## config.mk

```make
export PLATFORM = sky130hd
export DESIGN_NAME = planificador_ascensor
export DESIGN_NICKNAME = d
export VERILOG_FILES = /design/src/rtl/ascensor_pkg.sv /design/src/rtl/temporizador_puerta.sv /design/src/rtl/planificador_ascensor.sv
export SDC_FILE = /design/constraint.sdc
export NUM_CORES = 1
export LEC_CHECK = 0
export CORE_UTILIZATION = 42
export DETAILED_ROUTE_END_ITERATION = 10
export PLACE_DENSITY = 0.69
export SKIP_CTS_REPAIR_TIMING = 1
export SYNTH_ARGS = -nofsm -noshare
export SYNTH_HDL_FRONTEND = slang
export SYNTH_SLANG_ARGS = --single-unit
```

## constraint.sdc

```tcl
create_clock -name clk -period 2.4 [get_ports clk]
set_input_delay 0.48 -clock clk [delete_from_list [all_inputs] [get_ports clk]]
set_output_delay 0.48 -clock clk [all_outputs]
set_load 0.01 [all_outputs]
```

## src/rtl/ascensor_pkg.sv

```systemverilog
// rtl/ascensor_pkg.sv - shared types and default sizes for the elevator scheduler
// Purpose: FSM state and travel-direction enums plus building defaults.
// Ports:   none (package).
package ascensor_pkg;

   typedef enum logic [1:0] {REPOSO, SUBIENDO, BAJANDO, PUERTA} estado_t;
   typedef enum logic       {UP, DOWN} dir_t;

   localparam int NUM_PISOS_DEF   = 10;
   localparam int PISO_W_DEF      = 4;
   localparam int DOOR_CYCLES_DEF = 8;

endpackage

```

## src/rtl/temporizador_puerta.sv

```systemverilog
// rtl/temporizador_puerta.sv - door-open down-counter with reload and done pulse
// Purpose: counts the cycles a door stays open at a stop.
// Ports:   clk, rst_n (async, active low)
//          carga  in  : load CICLOS-1 so the door stays open CICLOS cycles
//          en     in  : count while the door is open
//          hecho  out : high during the last open cycle
module temporizador_puerta #(
   parameter int CICLOS = 8
) (
   input  logic clk,
   input  logic rst_n,
   input  logic carga,
   input  logic en,
   output logic hecho
);

   localparam int CNT_W = (CICLOS > 1) ? $clog2(CICLOS) : 1;

   logic [CNT_W-1:0] cnt_q, cnt_d;

   always_comb begin
      cnt_d = cnt_q;
      if (carga) begin
         cnt_d = CNT_W'(CICLOS - 1);
      end else if (en && (cnt_q != '0)) begin
         cnt_d = cnt_q - CNT_W'(1);
      end
   end

   always_ff @(posedge clk or negedge rst_n) begin
      if (!rst_n) begin
         cnt_q <= '0;
      end else begin
         cnt_q <= cnt_d;
      end
   end

   assign hecho = en && (cnt_q == '0);

endmodule

```

## src/rtl/planificador_ascensor.sv

```systemverilog
// rtl/planificador_ascensor.sv - SCAN elevator scheduler driving motor and door
// Purpose: latches floor calls, moves the car with a SCAN FSM, opens the door
//          at requested floors and clears requests as they are served.
// Ports:   clk, rst_n (async, active low)
//          botones[NUM_PISOS]  in  : floor buttons, level
//          llegada_piso        in  : pulse, car reached the next floor
//          boton_abrir         in  : door-reopen button (only with DOOR_REOPEN_EN)
//          motor_subir/bajar   out : motor drive up / down
//          puerta_abierta      out : door open
//          piso_actual         out : current floor
//          solicitudes         out : pending requests
// Config:  DOOR_REOPEN_EN adds boton_abrir.
module planificador_ascensor
   import ascensor_pkg::*;
#(
   parameter int NUM_PISOS   = NUM_PISOS_DEF,
   parameter int PISO_W      = PISO_W_DEF,
   parameter int DOOR_CYCLES = DOOR_CYCLES_DEF
) (
   input  logic                 clk,
   input  logic                 rst_n,
   input  logic [NUM_PISOS-1:0] botones,
   input  logic                 llegada_piso,
`ifdef DOOR_REOPEN_EN
   input  logic                 boton_abrir,
`endif
   output logic                 motor_subir,
   output logic                 motor_bajar,
   output logic                 puerta_abierta,
   output logic [PISO_W-1:0]    piso_actual,
   output logic [NUM_PISOS-1:0] solicitudes
);

   localparam logic [PISO_W-1:0] PISO_TOPE = PISO_W'(NUM_PISOS - 1);
   localparam logic [PISO_W-1:0] UNO       = PISO_W'(1);

   estado_t              estado_q, estado_d, dec_estado;
   dir_t                 dir_q, dir_d, dec_dir;
   logic [PISO_W-1:0]    piso_q, piso_d, piso_mas, piso_menos;
   logic [NUM_PISOS-1:0] solicitudes_q, solicitudes_d;
   logic [NUM_PISOS-1:0] mask_arriba, mask_abajo, clr;
   logic                 hay_aqui, hay_arriba, hay_abajo;
   logic                 carga, hecho, en_puerta, abrir;

`ifdef DOOR_REOPEN_EN
   assign abrir = boton_abrir;
`else
   assign abrir = 1'b0;
`endif

   assign en_puerta  = (estado_q == PUERTA);
   assign piso_mas   = piso_q + UNO;
   assign piso_menos = piso_q - UNO;

   // Floor masks relative to the car; clr absorbs presses at the open door.
   always_comb begin
      mask_arriba = '0;
      mask_abajo  = '0;
      clr         = '0;
      for (int i = 0; i < NUM_PISOS; i++) begin
         mask_arriba[i] = (i > int'(piso_q));
         mask_abajo[i]  = (i < int'(piso_q));
         clr[i]         = en_puerta && (i == int'(piso_q));
      end
   end

   assign hay_aqui      = solicitudes_q[piso_q];
   assign hay_arriba    = |(solicitudes_q & mask_arriba);
   assign hay_abajo     = |(solicitudes_q & mask_abajo);
   assign solicitudes_d = (solicitudes_q | botones) & ~clr;

   // Decision rule: serve here, else keep sweeping, else turn toward work.
   always_comb begin
      dec_estado = REPOSO;
      dec_dir    = dir_q;
      if (hay_aqui) begin
         dec_estado = PUERTA;
      end else if (hay_arriba && hay_abajo) begin
         dec_estado = (dir_q == UP) ? SUBIENDO : BAJANDO;
      end else if (hay_arriba) begin
         dec_estado = SUBIENDO;
         dec_dir    = UP;
      end else if (hay_abajo) begin
         dec_estado = BAJANDO;
         dec_dir    = DOWN;
      end
   end

   // Next-state process.
   always_comb begin
      estado_d = estado_q;
      dir_d    = dir_q;
      piso_d   = piso_q;
      carga    = 1'b0;
      case (estado_q)
         REPOSO: begin
            if (abrir) begin
               estado_d = PUERTA;
               carga    = 1'b1;
            end else begin
               estado_d = dec_estado;
               dir_d    = dec_dir;
               carga    = (dec_estado == PUERTA);
            end
         end
         SUBIENDO: begin
            if (llegada_piso && (piso_q != PISO_TOPE)) begin
               piso_d = piso_mas;
               if (solicitudes_q[piso_mas]) begin
                  estado_d = PUERTA;
                  carga    = 1'b1;
               end
            end
         end
         BAJANDO: begin
            if (llegada_piso && (piso_q != '0)) begin
               piso_d = piso_menos;
               if (solicitudes_q[piso_menos]) begin
                  estado_d = PUERTA;
                  carga    = 1'b1;
               end
            end
         end
         PUERTA: begin
            // Reopen outranks expiry so a press on the last cycle still holds the door.
            if (abrir) begin
               carga = 1'b1;
            end else if (hecho) begin
               estado_d = dec_estado;
               dir_d    = dec_dir;
               carga    = (dec_estado == PUERTA);
            end
         end
         default: estado_d = REPOSO;
      endcase
   end

   // State register process.
   always_ff @(posedge clk or negedge rst_n) begin
      if (!rst_n) begin
         estado_q      <= REPOSO;
         dir_q         <= UP;
         piso_q        <= '0;
         solicitudes_q <= '0;
      end else begin
         estado_q      <= estado_d;
         dir_q         <= dir_d;
         piso_q        <= piso_d;
         solicitudes_q <= solicitudes_d;
      end
   end

   // Output process: everything decodes straight from flops.
   always_comb begin
      motor_subir    = (estado_q == SUBIENDO);
      motor_bajar    = (estado_q == BAJANDO);
      puerta_abierta = (estado_q == PUERTA);
      piso_actual    = piso_q;
      solicitudes    = solicitudes_q;
   end

   temporizador_puerta #(
      .CICLOS (DOOR_CYCLES)
   ) u_temporizador (
      .clk   (clk),
      .rst_n (rst_n),
      .carga (carga),
      .en    (en_puerta),
      .hecho (hecho)
   );

endmodule

```

==> results of run 1 <==
synth_stat cells, drive strengths merged (3+ instances only):
master,count
buf,6
o21ai,9
nand3,6
nor2,24
nand2b,5
ha,11
clkbuf,3
xor2,3
inv,16
dfrtp,20
nand2,12
mux2,4
a21oi,16
a31oi,7
xnor2,6
mux4,6
worst min-delay path, cell delays in order, from the launching register on:
cell     delay (ns)
dfrtp_1        0.36
xor2_1         0.07
nand2_1        0.07
final cells by class:
class,instances,area (um2),share of cell area
clock buffers,4,55.05,0.02517
inverters,16,62.56,0.02860
multi-input cells,141,1085,0.4960
flip-flops and latches,20,501.7,0.2294
well taps,48,60.06,0.02746
repair buffers,45,422.9,0.1934
state kept, by name, indices dropped and copies added, names as in the netlist:
signal / cells
dir_q: 1
estado_q: 2
piso_actual: 4
solicitudes: 10
u_temporizador.cnt_q: 3
worst paths after layout:
path	start	endpoint	slack (ns)	depth (start not counted)
worst min-delay path	u_temporizador.cnt_q[2]	u_temporizador.cnt_q[2]	0.53	2
max in group asynchronous	rst_n	piso_actual[0]	1.62	2
min in group asynchronous	rst_n	solicitudes[7]	0.55	2
worst min register to register	u_temporizador.cnt_q[2]	u_temporizador.cnt_q[2]	0.53	2
worst max-delay path	piso_actual[0]	estado_q[0]	0.12	8
worst max register to register	piso_actual[0]	estado_q[0]	0.12	8
cells by family after synthesis:
| kind of cell | count (synthesis) | share of synthesized area |
|---|---|---|
| AOI/OAI and AO/OA | 51 | 0.2104 |
| xor gates and xnor gates | 9 | 0.04684 |
| adders and majority gates | 11 | 0.08178 |
| buffers and inverters | 25 | 0.07137 |
| DFF | 20 | 0.2974 |
| muxes | 12 | 0.1234 |
| and+or+nand+nor | 58 | 0.1688 |
power groups by stage:
stage	combinational [mW]	clock (mW)	sequential [mW]
after global placement	2.09	0	0.676
after CTS	2.13	0.270	0.670
after floorplan	1.45	0	0.666
after detailed placement	2.11	0	0.674
final	2.20	0.266	0.673
after global routing	2.41	0.283	0.695
layer usage:
metal | wire length, um | up-vias | track usage
met5 | 0 | - | 0
met4 | 42 | 0 | 0.05978
met3 | 318 | 5 | 0.03299
met2 | 1991 | 73 | 0.3376
met1 | 1949 | 745 | 0.3249
li1 | - | 744 | -
==> results by group, run 1 <==
Run status
  • Outcome: finished, final reports clean

Yosys
  • Syn avg cell area: 9.048 um2
  • Cell variety after synth: 47
  • Synthesized area: 1683 um2
  • Synth area leaders: dfrtp_1 (30%), ha_1 (8.2%), mux4_2 (6.7%), nor2_1 (5.4%), a21oi_1 (4.8%)
  • Synthesized flop and latch total: 20
  • Yosys top cell area share: 0.2974
  • Syn Inst Count: 186
  • Synth warnings: 0
  • Syn_nets: 210
  • Largest area contributor in the netlist: dfrtp_1
  • Post-synth EDFFs: 0
  • Asr flop ratio synth: 1.000
  • Ys flop type: dfrtp_1
  • Sequential-to-total area share from yosys stat: 0.2974

Final layout
  • Final Non-Filler Cells: 274
  • Area growth syn-to-layout: 29.96%
  • Finished Core Util: 0.5842
  • # fillers: ~360
  • Layout cells sized above 1: 0.1858
  • Final cell area excluding filler cells: 2187 um2
  • Final net count: 251
  • Commonest non-fill, non-tap cell in the layout: clkdlybuf4s50_1
  • Commonest cells after routing, fill and taps aside: clkdlybuf4s50_1 (29), nor2_1 (24), dfrtp_1 (19)
  • Number of diodes: 0

Pwr
  • Switching Share: 0.4519
  • Sequential power share: 0.214
  • Comb power frac: 0.701
  • Max IR drop VDD: ~0.52 mV
  • Switch Pwr: 1.419 mW
  • P_int: between 1.5 and 2 mW
  • P_leak: 0.8886 nW
  • Total power: 3.141 mW
  • P per Cell Area: 1436 nW/um2
  • Clk network pwr share: 0.085

Floorplan
  • Die Y: 65.30 um
  • Chip Width: 65.30 um
  • Starting Density: 0.4495
  • Std cell rows: 22
  • I/O Pins: 30
  • Core area: approximately 3700 um2
  • Full die area: 4264 um2

Worst setup path
  • Crit. End Element: flop
  • WP buf/inv: 1
  • CP top delay family: multiplexers
  • Worst path slowest cell: mux4_2
  • CP Cell Sequence: inv_4 -> ha_4 -> mux4_2 -> mux2i_1 -> nand2_1 -> o211ai_2 -> a221oi_4 -> mux2_4
  • Worst-path maximum fanout: 7
  • Critical path launch point type: flop
  • Worst EP arrival: 2.42 ns
  • WP data required: 2.55 ns
  • Crit path largest cell delay: 0.51 ns
  • Critical path type: reg2reg

Route
  • Vias per cell: 5.719
  • DRT antenna net count: 0
  • DR WL/cell: 15.70 um
  • Initial drt markers: 160
  • DRC Markers: 0
  • DR vias: 1567
  • Routed Wire Length: 4301 um
  • TritonRoute pass-1 iters: 5

Clock tree
  • Num CTS Buffers: 3
  • Skew-Pair Late Insertion Delay: 0.27 ns
  • Clk buf depth: 2
  • TritonCTS clock tree: built
  • Root Buffer: clkbuf_8
  • Clock sinks: 20
  • Clk slew on worst S/H paths: 0.08 ns
  • H-tree levels: 1

Placement
  • Post-DP Area: 2105 um2
  • Gpl congestion: between 0.8 and 0.9
  • IO Port Bufs: 29
  • Cell count after placement: between 200 and 300
  • Dpl hpwl: about 3200 um
  • Place WS: 0.1141 ns

Timing
  • Slew Viols, Final: 0
  • Final Hold Vio Count: 0
  • Setup TNS: 0 ns
  • Clk_skew: 0.008634 ns
  • Period minus WS final: about 2.3 ns
  • Setup slack after layout: around 0.12 ns
  • Final Setup Violations: 0
  • Final period utilization: 0.9482
  • RSZ-0062 raised after global routing: false
  • Worst slew pin tran: 0.3781 ns
  • Fin Hold WS: 0.5251 ns
  • Slew margin rel.: 0.7414
  • FMAX: 0.4394 GHz

Global routing
  • First-pass GRT wire length: 7203 um
  • Largest net degree at the start of global routing: 21
  • Total global-route track usage: 0.2217
  • Initial antenna violation count: 0
  • Vias in the first global route: 1444
  • Overflow after GRT: 0

Job
  • Max Cap Viol: 0

Worst hold path
  • Hold Crit Class: reg2reg
(Power assumes the default switching activity.)
==> run 2: changes to the inputs <==
CORE_MARGIN = 5   (was default)
TNS_END_PERCENT = 10   (was default)
==> run 2 against run 1 <==
- wire length increased by 4.5%
- clock power is 29% higher
- worst hold slack lost 0.027 ns
- register-to-register slack worse by 0.03 ns
- final area increased by 1.4%
- via count rose by 0.38%
- clock skew decreased by 0.0021 ns
- setup slack got worse by 0.028 ns
- count of clock-buffer cells in the layout is 1 lower
- fmax decreased by 1.2%
- non-clock buffer count increased by 4
==> results by group, run 2 (synthesis results as in run 1) <==
Worst setup path
  • WP data required: 2.55 ns (about the same)
  • Critical path launch point type: flop (unchanged)
  • Worst Reg2Reg Path Length in Cells: 7 (was 8)
  • Critical path type: reg2reg (unchanged)
  • Worst path slowest cell: dfrtp_1 (was mux4_2)
  • CP Cell Sequence: buf_4 -> ha_1 -> xor2_1 -> or3_1 -> o21a_1 -> a221oi_4 -> mux2_4 (was inv_4 -> ha_4 -> mux4_2 -> mux2i_1 -> nand2_1 -> o211ai_2 -> a221oi_4 -> mux2_4)
  • Worst reg-to-reg setup slack: 0.1 ns (was 0.12 ns)
  • CP top delay family: compound AO/OA/AOI/OAI gates (was multiplexers)
  • Crit path largest cell delay: 0.42 ns (was 0.51 ns)
  • WP buf/inv: 1 (unchanged)
  • Worst EP arrival: 2.45 ns (was 2.42 ns)
  • Crit. End Element: flop (unchanged)
  • Critical path depth: 7 (was 8)
  • Worst-path maximum fanout: 4 (was 7)

Final layout
  • Final Non-Filler Cells: 280 (was 274)
  • Number of diodes: 0 (unchanged)
  • Commonest cells after routing, fill and taps aside: clkdlybuf4s50_1 (29), nor2_1 (24), buf_4 (20) (was clkdlybuf4s50_1 (29), nor2_1 (24), dfrtp_1 (19))
  • Commonest non-fill, non-tap cell in the layout: clkdlybuf4s50_1 (unchanged)
  • Layout cells sized above 1: 0.1957 (was 0.1858)
  • Register Area: 501.7 um2 (unchanged)
  • Area of the multi-input gates: 1080 um2 (was 1085 um2)
  • Largest register FFs: 10 (unchanged)
  • Area growth syn-to-layout: 31.82% (was 29.96%)
  • # fillers: 331 (was 362)
  • Final net count: 255 (was 251)

Placement
  • Dpl hpwl: 3369 um (was 3185 um)
  • Cell count after placement: 273 (was 267)
  • IO Port Bufs: 29 (unchanged)
  • Gpl congestion: 0.8230 (was 0.8571)

Route
  • Routed wl met2: 2023 um (was 1991 um)
  • DR WL/cell: 16.06 um (was 15.70 um)
  • Vias per cell: 5.618 (was 5.719)
  • WL met1: 2106 um (was 1949 um)
  • TritonRoute pass-1 iters: 4 (was 5)
  • Initial drt markers: 84 (was 160)
  • DRT antenna net count: 0 (unchanged)
  • DRC Markers: 0 (unchanged)
  • Routed Wire Length: 4496 um (was 4301 um)
  • Wire length on met3: 243 um (was 318 um)
  • DR top layer: met4 (unchanged)
  • DR vias: 1573 (was 1567)

Floorplan
  • I/O Pins: 30 (unchanged)
  • Core area: 3943 um2 (was 3744 um2)
  • Full die area: 5373 um2 (was 4264 um2)
  • Std cell rows: 23 (was 22)
  • Die Y: 73.30 um (was 65.30 um)
  • Chip Width: 73.30 um (was 65.30 um)
  • Starting Density: 0.4268 (was 0.4495)

Timing
  • Slew Viols, Final: 0 (unchanged)
  • Final Hold Vio Count: 0 (unchanged)
  • Setup TNS: 0 ns (unchanged)
  • FMAX: 0.4341 GHz (was 0.4394 GHz)
  • RSZ-0062 raised after global routing: false (unchanged)
  • Final Setup Violations: 0 (unchanged)
  • Worst slew pin tran: 0.3937 ns (was 0.3781 ns)
  • Slew margin rel.: 0.7308 (was 0.7414)
  • Clk_skew: 0.006520 ns (was 0.008634 ns)
  • Period minus WS final: 2.303 ns (was 2.276 ns)
  • Final period utilization: 0.9597 (was 0.9482)

Clock tree
  • Clk slew on worst S/H paths: 0.08 ns (about the same)
  • Skew-Pair Late Insertion Delay: 0.26 ns (was 0.27 ns)
  • Num CTS Buffers: 3 (unchanged)
  • Clock sinks: 20 (unchanged)
  • TritonCTS clock tree: built (unchanged)
  • H-tree levels: 1 (unchanged)
  • Root Buffer: clkbuf_8 (unchanged)
  • Clk buf depth: 2 (unchanged)

Pwr
  • Switch Pwr: 1.429 mW (was 1.419 mW)
  • Max IR drop VDD: 0.9389 mV (was 0.5174 mV)
  • Sequential power share: 0.205 (was 0.214)
  • P per Cell Area: 1458 nW/um2 (was 1436 nW/um2)
  • Switching Share: 0.4419 (was 0.4519)
  • Comb power frac: 0.689 (was 0.701)
  • Clk network pwr share: 0.106 (was 0.085)
  • P_leak: 0.9108 nW (was 0.8886 nW)
  • P_int: 1.806 mW (was 1.721 mW)

Worst hold path
  • Hold Crit Class: reg2reg (unchanged)
  • Cell depth of the worst hold path: 2 (unchanged)

Run status
  • Outcome: finished, final reports clean (unchanged)

Global routing
  • Vias in the first global route: 1447 (was 1444)
  • Largest net degree at the start of global routing: 21 (unchanged)
  • Overflow after GRT: 0 (unchanged)
  • First-pass GRT wire length: 7265 um (was 7203 um)
  • Initial antenna violation count: 0 (unchanged)
  • Total global-route track usage: 0.1731 (was 0.2217)

Job
  • Max Cap Viol: 0 (unchanged)
==> run 2: changes by cell type in the layout (fill, tap and decap cells not counted) <==
cell,change
a211oi_1,+1
a211oi_2,-1
buf_12,-1
buf_4,+5
bufinv_16,+1
clkbuf_8,-1
==> run 2: cell type report <==
type | count | area share
clock buffers | 3 | 0.01861
clock inverters | 1 | 0.01354
inverters | 16 | 0.02820
multi-input cells | 141 | 0.4867
flip-flops and latches | 20 | 0.2262
well taps | 50 | 0.02820
repair buffers | 49 | 0.1985
==> run 2: worst paths after layout <==
| check | startpoint | endpoint |
|---|---|---|
| worst max-delay path | piso_actual[1] | estado_q[0] |
| worst max register to register | piso_actual[1] | estado_q[0] |
| max in group asynchronous | rst_n | piso_actual[0] |
| min in group asynchronous | rst_n | piso_actual[1] |
| worst min-delay path | u_temporizador.cnt_q[1] | u_temporizador.cnt_q[1] |
| worst min register to register | u_temporizador.cnt_q[1] | u_temporizador.cnt_q[1] |
==> run 2: worst register-to-register path, stage by stage (launching register included) <==
cell and delay, ns:
dfrtp_1 0.42, buf_4 0.15, ha_1 0.22, xor2_1 0.17, or3_1 0.39, o21a_1 0.22, a221oi_4 0.30, mux2_4 0.32
==> run 2: power groups by stage <==
stage	Sequential [mW]	Combinational (mW)	Clock [mW]
6_report	0.663	2.23	0.342
5_1_grt	0.686	2.43	0.358
4_1_cts	0.662	2.17	0.347
3_5_place_dp	0.667	2.15	0
3_3_place_gp	0.665	2.14	0
2_1_floorplan	0.666	1.45	0
==> run 2: routing by layer <==
layer	up-vias	track usage
li1	749	-
met1	762	0.2581
met2	52	0.2572
met3	10	0.02189
met4	0	0.06036
met5	-	0
==> run 2: per-stage QoR <==
step | setup slack, ns | hold slack, ns | power, mW | util | cell area (um2)
after floorplan | 0.01760 | 0.1844 | 2.115 | - | 1710
final | 0.09663 | 0.4977 | 3.235 | 0.5627 | 2218
after CTS | 0.1351 | 0.5051 | 3.175 | 0.5570 | 2196
after detailed placement | 0.1546 | 0.4874 | 2.815 | 0.5389 | 2125
after global placement | 0.1812 | 0.4798 | 2.810 | 0.5389 | 2125
after global routing | 0.006974 | 0.5258 | 3.470 | 0.5627 | 2218
==> run 3: changes to the inputs <==
PLACE_DENSITY = 0.8   (was 0.69)
==> run 3 against run 2 <==
- sequential power up 5.1%
- total power down 5.1%
- count of clock-buffer cells in the layout up 1
- setup slack better by 0.0037 ns
- final cell count down 3.2%
- clock skew down 0.0015 ns
- register-to-register slack better by 0.04 ns
- largest cell class unchanged
- combinational power down 4%
- sequential share of layout area up 1.0 points
- critical path depth down 4
==> results by group, run 3 (synthesis results as in run 1) <==
Route
  • DRC Markers: 0 (unchanged)
  • DR vias: 1598 (was 1573)
  • Initial drt markers: 208 (was 84)
  • Routed Wire Length: 4796 um (was 4496 um)
  • TritonRoute pass-1 iters: 5 (was 4)
  • DR WL/cell: 17.70 um (was 16.06 um)
  • Vias per cell: 5.897 (was 5.618)
  • DRT antenna net count: 0 (unchanged)

Worst setup path
  • Worst-path maximum fanout: 10 (was 4)
  • Worst Reg2Reg Path Length in Cells: 8 (was 7)
  • FF-to-FF End: u_temporizador.cnt_q[1] (was estado_q[0])
  • Worst reg-to-reg setup slack: 0.14 ns (was 0.1 ns)
  • Crit. End Element: output port (was flop)
  • Worst EP arrival: 1.82 ns (was 2.45 ns)
  • Critical path type: reg2out (was reg2reg)
  • Critical path launch point type: flop (unchanged)
  • Reg-to-Reg Start: piso_actual[0] (was piso_actual[1])
  • WP data required: 1.92 ns (was 2.55 ns)

Final layout
  • Area growth syn-to-layout: 26.32% (was 31.82%)
  • Finished Core Util: 0.5392 (was 0.5627)
  • Final cell area excluding filler cells: 2126 um2 (was 2218 um2)
  • Largest register FFs: 10 (unchanged)
  • Commonest cells after routing, fill and taps aside: clkdlybuf4s50_1 (29), nor2_1 (24), dfrtp_1 (18) (was clkdlybuf4s50_1 (29), nor2_1 (24), buf_4 (20))
  • Final Non-Filler Cells: 271 (was 280)
  • # fillers: 355 (was 331)
  • Number of diodes: 0 (unchanged)
  • Commonest non-fill, non-tap cell in the layout: clkdlybuf4s50_1 (unchanged)
  • Final net count: 246 (was 255)
  • Layout cells sized above 1: 0.1629 (was 0.1957)

Placement
  • IO Port Bufs: 29 (unchanged)
  • Gpl congestion: 1.018 (was 0.8230)
  • Dpl hpwl: 3576 um (was 3369 um)
  • Post-DP Area: 2072 um2 (was 2125 um2)
  • Place WS: 0.08446 ns (was 0.1546 ns)
  • Cell count after placement: 266 (was 273)

Timing
  • Slew Viols, Final: 0 (unchanged)
  • Slew margin rel.: 0.6614 (was 0.7308)
  • Clk_skew: 0.005053 ns (was 0.006520 ns)
  • Final period utilization: 0.9582 (was 0.9597)
  • Worst slew pin tran: 0.5063 ns (was 0.3937 ns)
  • Period minus WS final: 2.300 ns (was 2.303 ns)
  • Final Setup Violations: 0 (unchanged)
  • Setup TNS: 0 ns (unchanged)
  • FMAX: 0.4348 GHz (was 0.4341 GHz)
  • Setup slack after layout: 0.1003 ns (was 0.09663 ns)
  • Final Hold Vio Count: 0 (unchanged)
  • RSZ-0062 raised after global routing: false (unchanged)
  • Fin Hold WS: 0.5131 ns (was 0.4977 ns)

Clock tree
  • Clock sinks: 20 (unchanged)
  • Clk buf depth: 2 (unchanged)
  • H-tree levels: 1 (unchanged)
  • TritonCTS clock tree: built (unchanged)
  • Clk slew on worst S/H paths: 0.08 ns (about the same)
  • Num CTS Buffers: 3 (unchanged)
  • Skew-Pair Late Insertion Delay: 0.26 ns (about the same)
  • Root Buffer: clkbuf_8 (unchanged)

Job
  • Max Cap Viol: 0 (unchanged)

Global routing
  • Largest net degree at the start of global routing: 13 (was 21)
  • Vias in the first global route: 1568 (was 1447)
  • Total global-route track usage: 0.1914 (was 0.1731)
  • Overflow after GRT: 0 (unchanged)
  • Initial antenna violation count: 0 (unchanged)
  • First-pass GRT wire length: 7921 um (was 7265 um)

Worst hold path
  • Worst hold path endpoint: u_temporizador.cnt_q[1] (unchanged)
  • Cell depth of the worst hold path: 2 (unchanged)
  • Hold Crit Class: reg2reg (unchanged)
  • Worst hold path startpoint: u_temporizador.cnt_q[1] (unchanged)

Floorplan
  • Full die area: 5373 um2 (unchanged)
  • Std cell rows: 23 (unchanged)
  • Chip Width: 73.30 um (unchanged)
  • Starting Density: 0.4268 (unchanged)
  • Die Y: 73.30 um (unchanged)
  • Core area: 3943 um2 (unchanged)
  • I/O Pins: 30 (unchanged)

Pwr
  • P per Cell Area: 1444 nW/um2 (was 1458 nW/um2)
  • Max IR drop VDD: 0.5421 mV (was 0.9389 mV)
  • Total power: 3.069 mW (was 3.235 mW)
  • P_leak: 0.8531 nW (was 0.9108 nW)

Run status
  • Outcome: finished, final reports clean (unchanged)
-- run 3: cell types whose count changed in the layout (fill, tap and decap cells not counted), sizes merged --
| cell | change |
|---|---|
| buf | -9 |
| bufinv | -1 |
| clkbuf | +1 |
-- run 3: how the worst max path moves through the flow --
stage          slack [ns]           start                 endpoint
3_3_place_gp         0.11    llegada_piso              estado_q[0]
3_5_place_dp         0.08    llegada_piso              estado_q[0]
5_1_grt             0.009  piso_actual[0]  u_temporizador.cnt_q[1]
2_1_floorplan        0.02  piso_actual[0]              estado_q[0]
4_1_cts              0.11     estado_q[0]              motor_bajar
6_report             0.10     estado_q[0]              motor_bajar
-- run 3: layout make-up --
class / instances / area, um2 / share of cell area
Multi-Input combinational cell: 141 / 1080 / 0.5079
Sequential cell: 20 / 503.0 / 0.2366
Inverter: 16 / 62.56 / 0.02943
Timing Repair Buffer: 40 / 372.9 / 0.1754
Clock buffer: 4 / 45.04 / 0.02119
Tap cell: 50 / 62.56 / 0.02943
-- run 3: critical path, cell delays in order, from the launching register on --
cell             delay, ns
dfrtp_1               0.42
inv_1                 0.10
ha_1                  0.41
clkdlybuf4s50_1       0.62
-- run 3: report_power, final --
group          total [mW]  internal (mW)  switching, mW  leakage [nW]
logic                2.14           1.02           1.12         0.627
clock network       0.235          0.118          0.117        0.0228
registers           0.697          0.479          0.218         0.203
-- run 3: layer usage --
layer / wire length, um / vias to the layer above / GRT usage / share of wire
met5: 0 / - / 0 / 0
met4: 168 / 0 / 0.08048 / 0.035
met3: 492 / 18 / 0.03557 / 0.10
met2: 2213 / 92 / 0.2890 / 0.46
met1: 1921 / 757 / 0.2681 / 0.40
li1: - / 731 / - / -
